File: src/rtl/debug_commit_gen.sv
// rtl/debug_commit_gen.sv - commit-record generator for simulation debug/trace
//
// Turns instructions retiring from writeback into one-cycle commit records and
// decides when simulation should stop: on an ebreak-style HALT_INST, on an
// external halt request, or when no instruction has retired for TIMEOUT cycles.
//
// Ports:
//   clock, reset          sole clock (rising edge); asynchronous active-high reset
//   wb_valid/wb_ready     retiring-instruction handshake (ready only while running)
//   wb_pc, wb_inst        PC and encoding of the retiring instruction
//   wb_regWen/Waddr/Wdata GPR write performed by the retiring instruction
//   halt_req              external halt request (level)
//   debug_*               registered commit record, valid for one cycle
//   halt_cause            0 none, 1 ebreak, 2 timeout, 3 external
//   commit_count          number of accepted instructions (wraps at 2^64)
module debug_commit_gen #(
  parameter logic [31:0] HALT_INST = 32'h0010_0073,
  parameter logic [31:0] RESET_PC  = 32'h8000_0000,
  parameter logic [31:0] TIMEOUT   = 32'd100000
) (
  input  logic        clock,
  input  logic        reset,
  input  logic        wb_valid,
  output logic        wb_ready,
  input  logic [31:0] wb_pc,
  input  logic [31:0] wb_inst,
  input  logic        wb_regWen,
  input  logic [4:0]  wb_regWaddr,
  input  logic [31:0] wb_regWdata,
  input  logic        halt_req,
  output logic        debug_valid,
  output logic        debug_halt,
  output logic [31:0] debug_pc,
  output logic        debug_regWen,
  output logic [4:0]  debug_regWaddr,
  output logic [31:0] debug_regWdata,
  output logic [1:0]  halt_cause,
  output logic [63:0] commit_count
);

  typedef enum logic {
    RUN    = 1'b0,
    HALTED = 1'b1
  } state_t;

  localparam logic [1:0] CAUSE_EBREAK   = 2'd1;
  localparam logic [1:0] CAUSE_TIMEOUT  = 2'd2;
  localparam logic [1:0] CAUSE_EXTERNAL = 2'd3;

  // Only meaningful when TIMEOUT != 0; the zero case is excluded by timeout_hit.
  localparam logic [31:0] TIMEOUT_LAST = TIMEOUT - 32'd1;

  state_t      state;
  logic [31:0] last_pc;
  logic [31:0] idle_count;
  logic        accept;
  logic        timeout_hit;

  assign wb_ready    = (state == RUN);
  assign accept      = wb_valid && wb_ready;
  assign timeout_hit = (TIMEOUT != 32'd0) && (idle_count == TIMEOUT_LAST);

  always_ff @(posedge clock or posedge reset) begin
    if (reset) begin
      state          <= RUN;
      debug_valid    <= 1'b0;
      debug_halt     <= 1'b0;
      debug_pc       <= 32'd0;
      debug_regWen   <= 1'b0;
      debug_regWaddr <= 5'd0;
      debug_regWdata <= 32'd0;
      halt_cause     <= 2'd0;
      commit_count   <= 64'd0;
      idle_count     <= 32'd0;
      last_pc        <= RESET_PC;
    end else if (state == RUN) begin
      if (accept) begin
        debug_valid    <= 1'b1;
        debug_pc       <= wb_pc;
        debug_regWaddr <= wb_regWaddr;
        debug_regWdata <= wb_regWdata;
        // x0 writes are architecturally discarded, so they are not reported.
        debug_regWen   <= wb_regWen && (wb_regWaddr != 5'd0);
        commit_count   <= commit_count + 64'd1;
        last_pc        <= wb_pc;
        idle_count     <= 32'd0;
        // ebreak wins the cause when an external request arrives together.
        if (wb_inst == HALT_INST) begin
          debug_halt <= 1'b1;
          halt_cause <= CAUSE_EBREAK;
          state      <= HALTED;
        end else if (halt_req) begin
          debug_halt <= 1'b1;
          halt_cause <= CAUSE_EXTERNAL;
          state      <= HALTED;
        end else begin
          debug_halt <= 1'b0;
        end
      end else if (halt_req || timeout_hit) begin
        // Synthetic record: reports the last committed PC with no GPR write.
        debug_valid    <= 1'b1;
        debug_halt     <= 1'b1;
        debug_pc       <= last_pc;
        debug_regWen   <= 1'b0;
        debug_regWaddr <= 5'd0;
        debug_regWdata <= 32'd0;
        halt_cause     <= halt_req ? CAUSE_EXTERNAL : CAUSE_TIMEOUT;
        idle_count     <= idle_count + 32'd1;
        state          <= HALTED;
      end else begin
        debug_valid  <= 1'b0;
        debug_halt   <= 1'b0;
        debug_regWen <= 1'b0;
        idle_count   <= idle_count + 32'd1;
      end
    end else begin
      // HALTED: inputs ignored, cause and count frozen until reset.
      debug_valid  <= 1'b0;
      debug_halt   <= 1'b0;
      debug_regWen <= 1'b0;
    end
  end

endmodule

File: config.mk
export PLATFORM = sky130hd
export DESIGN_NAME = debug_commit_gen
export DESIGN_NICKNAME = d
export VERILOG_FILES = /design/src/rtl/debug_commit_gen.sv
export SDC_FILE = /design/constraint.sdc
export NUM_CORES = 1
export LEC_CHECK = 0
export CAP_MARGIN = 5
export CORE_MARGIN = 8
export CORE_UTILIZATION = 52
export CTS_CLUSTER_DIAMETER = 30
export DETAILED_ROUTE_END_ITERATION = 10
export PLACE_DENSITY = 0.84
export SLEW_MARGIN = 5
export SYNTH_ARGS = -nofsm -noshare
export SYNTH_HDL_FRONTEND = slang
export SYNTH_SLANG_ARGS = --single-unit
File: constraint.sdc
create_clock -name clock -period 11.05 [get_ports clock]
set_input_delay 2.21 -clock clock [delete_from_list [all_inputs] [get_ports clock]]
set_output_delay 2.21 -clock clock [all_outputs]
set_load 0.02 [all_outputs]
==> metrics.yaml <==
outcome: "finished clean"
die_area_mm2: 0.0209
worstPathArrival_ns: 4.87
num_antenna_cells: 0
synth_cell_types: 41
fmax_mhz: 224
maxSlewViolCount: 0
end_kind: "flip-flop"
io_buffers: 244
grt_max_degree: 121
cts_num_sinks: 203
routabilityCongestion: 0.795
wl_per_cell_um: 19.8
root_buffer: "clkbuf_16"
cts_tree: "built"
fin_crit_sh_pct: 40.4
hp-class: "flip-flop to flip-flop"
num_rows: 47
p_per_area_mw_per_mm2: 165
final_nets: 1128
vias_per_cell: 5.48
drtAntennaViolNets: 0
maxCapViolCount: 0
synth_area_mm2: 0.00860
grt_pass1_wl_mm: 39.4
start_util_pct: 52.6
synth-seq-cells: 203
synth_warnings: 0
grt-ovfl-total: 0
tns_ns: 0
relSlewSlack_pct: 22.5
p_total_mw: 2.07
worst_pin_slew_ns: 1.15
hold_viol_final: 0
critPathKind: "input port to flip-flop"
drc: 0
min_period_ns: 4.47
clk_latency_ns: 0.51
num-fill-cells: 1046
drive_above_1_share_pct: 10.5
hold_buffers: 0
core_area_mm2: 0.0163
clockBufferDepth: 3
cts_buffers: 37
synth_edf_count: 0
setup_ws_ns: 6.58
postCtsResizedCells: 0
place_ws_ns: 6.13
max-vdd-ir-drop_mv: 0.125
grt_antenna_before_repair: 1
syn_avg_cell_area_um2: 11.2
finalCoreUtilization_pct: 76.7
post_cts_buffers: 0
worstHoldPathCells: 2
ff2ff_path_depth: 6
grtUsageTotal_pct: 24.3
vias: 6951
clk_pin_slew_worst_paths_ns: 0.05
hpwl_mm: 16.3
io_pins: 245
yosysSeqAreaShare_pct: 59.1
required_ns: 11.46
async_flop_share_pct: 100
skew_ns: 0.0281
p_leak_nw: 5.64
cts_max_level: 2
cp-start-kind: "input port"
crit_path_max_fanout: 13
synth_cells: 765
die_h_um: 145
drtIter0Drc: 272
fp.dieW_um: 145
first_pass_iters: 5
yosys_most_used_dff: "dfrtp_1"
area_delta_synth_final_pct: 45.8
rsz0062_at_grt: "no"
synth_nets: 873
setup_viol: 0
routed_wirelength_mm: 25.1
grt_pass1_vias: 7475
-- synthesized netlist by cell type, types with 15 or more instances --
master,number,area (µm²)
xnor2_1,58,508
nor3_1,25,125
and3_1,18,113
nor2_1,39,146
a22o_1,37,324
inv_1,15,56.3
dfrtp_1,202,5050
nand4_1,28,175
mux2_2,32,360
nand3_1,32,160
clkbuf_1,28,105
nor4_1,17,106
xor2_1,28,245
nand2_1,129,484
-- worst paths after layout --
path                               start          endpoint  slack (ns)
min                          last_pc[29]       last_pc[29]        0.47
max in group asynchronous          reset      debug_pc[10]        7.20
min reg2reg                  last_pc[29]       last_pc[29]        0.47
max                             wb_valid  commit_count[34]        6.58
max reg2reg                idle_count[0]      debug_pc[30]        8.34
min in group asynchronous          reset  commit_count[56]        2.28
-- logic make-up (layout without fill, tap and decap cells) --
kind of cell    Yosys count  after routing  synth area share (%)
simple gates            335            335                  20.0
xor+xnor                 86             86                  8.76
fa+ha+maj                 2              2                 0.291
buf+inv                  47            330                  2.31
compound gates           59             59                  5.27
mux                      33             33                  4.31
flops                   203            203                  59.1
-- layout make-up --
type	instances	area [µm²]	area share, %
Tap cell	220	275	2.20
Clock inverter	19	255	2.04
Clock buffer	48	1050	8.37
Multi-Input combinational cell	515	3340	26.6
Sequential cell	203	5080	40.5
Timing Repair Buffer	248	2470	19.7
Inverter	15	63.8	0.509
-- metal layers --
metal | track usage (%) | vias to the layer above | part of all wire, %
li1 | - | 3189 | -
met5 | 0 | - | 0.036
met3 | 10.6 | 50 | 11
met1 | 27.7 | 3423 | 38
met4 | 8.98 | 2 | 2.9
met2 | 40.0 | 287 | 48
-- sequential cells by signal (all words and copies together), names as in the netlist --
signal	cells
commit_count	64
debug_pc	32
debug_regWdata	32
idle_count	32
last_pc	32
debug_regWaddr	5
halt_cause	2
debug_halt	1
debug_regWen	1
debug_valid	1
state	1
-- stage by stage --
stage / instances / hold slack [ns] / area (µm²)
after floorplan: 765 / 0.437 / 8600
after global placement: 1201 / 0.453 / 11200
after detailed placement: 1201 / 0.456 / 11200
after CTS: 1268 / 0.469 / 12500
after global routing: 1268 / 0.487 / 12500
final: 1268 / 0.470 / 12500
-- power by group --
part           internal, mW  total (mW)  switching, mW  leakage, nW
clock                 0.791        1.17          0.381        0.637
combinational        0.0636       0.115         0.0517         2.39
sequential            0.766       0.783         0.0169         2.62
-- cell usage in the layout (no fill, tap or decap), types with 4 or more instances in the layout --
cell type | synthesis | layout
a21oi_1 | 7 | 7
a22o_1 | 37 | 37
and3_1 | 18 | 18
and4_1 | 13 | 13
buf_4 | 0 | 4
bufinv_16 | 0 | 5
clkbuf_1 | 28 | 5
clkbuf_16 | 0 | 39
clkbuf_8 | 0 | 4
clkdlybuf4s50_1 | 0 | 244
clkinv_2 | 0 | 4
dfrtp_1 | 202 | 202
inv_1 | 15 | 14
inv_6 | 0 | 5
mux2_2 | 32 | 32
nand2_1 | 129 | 129
nand3_1 | 32 | 32
nand4_1 | 28 | 28
nor2_1 | 39 | 39
nor3_1 | 25 | 25
nor4_1 | 17 | 17
nor4b_1 | 4 | 4
o21ai_0 | 9 | 9
or3_1 | 8 | 8
xnor2_1 | 58 | 58
xor2_1 | 28 | 28
-- critical path: stages --
cell,delay (ns)
clkdlybuf4s50_1,0.75
nand3b_1,0.21
nor4_1,0.66
and3_1,0.59
and3_1,0.27
xor2_1,0.18
Note: power is estimated with default switching activity, not from simulation.
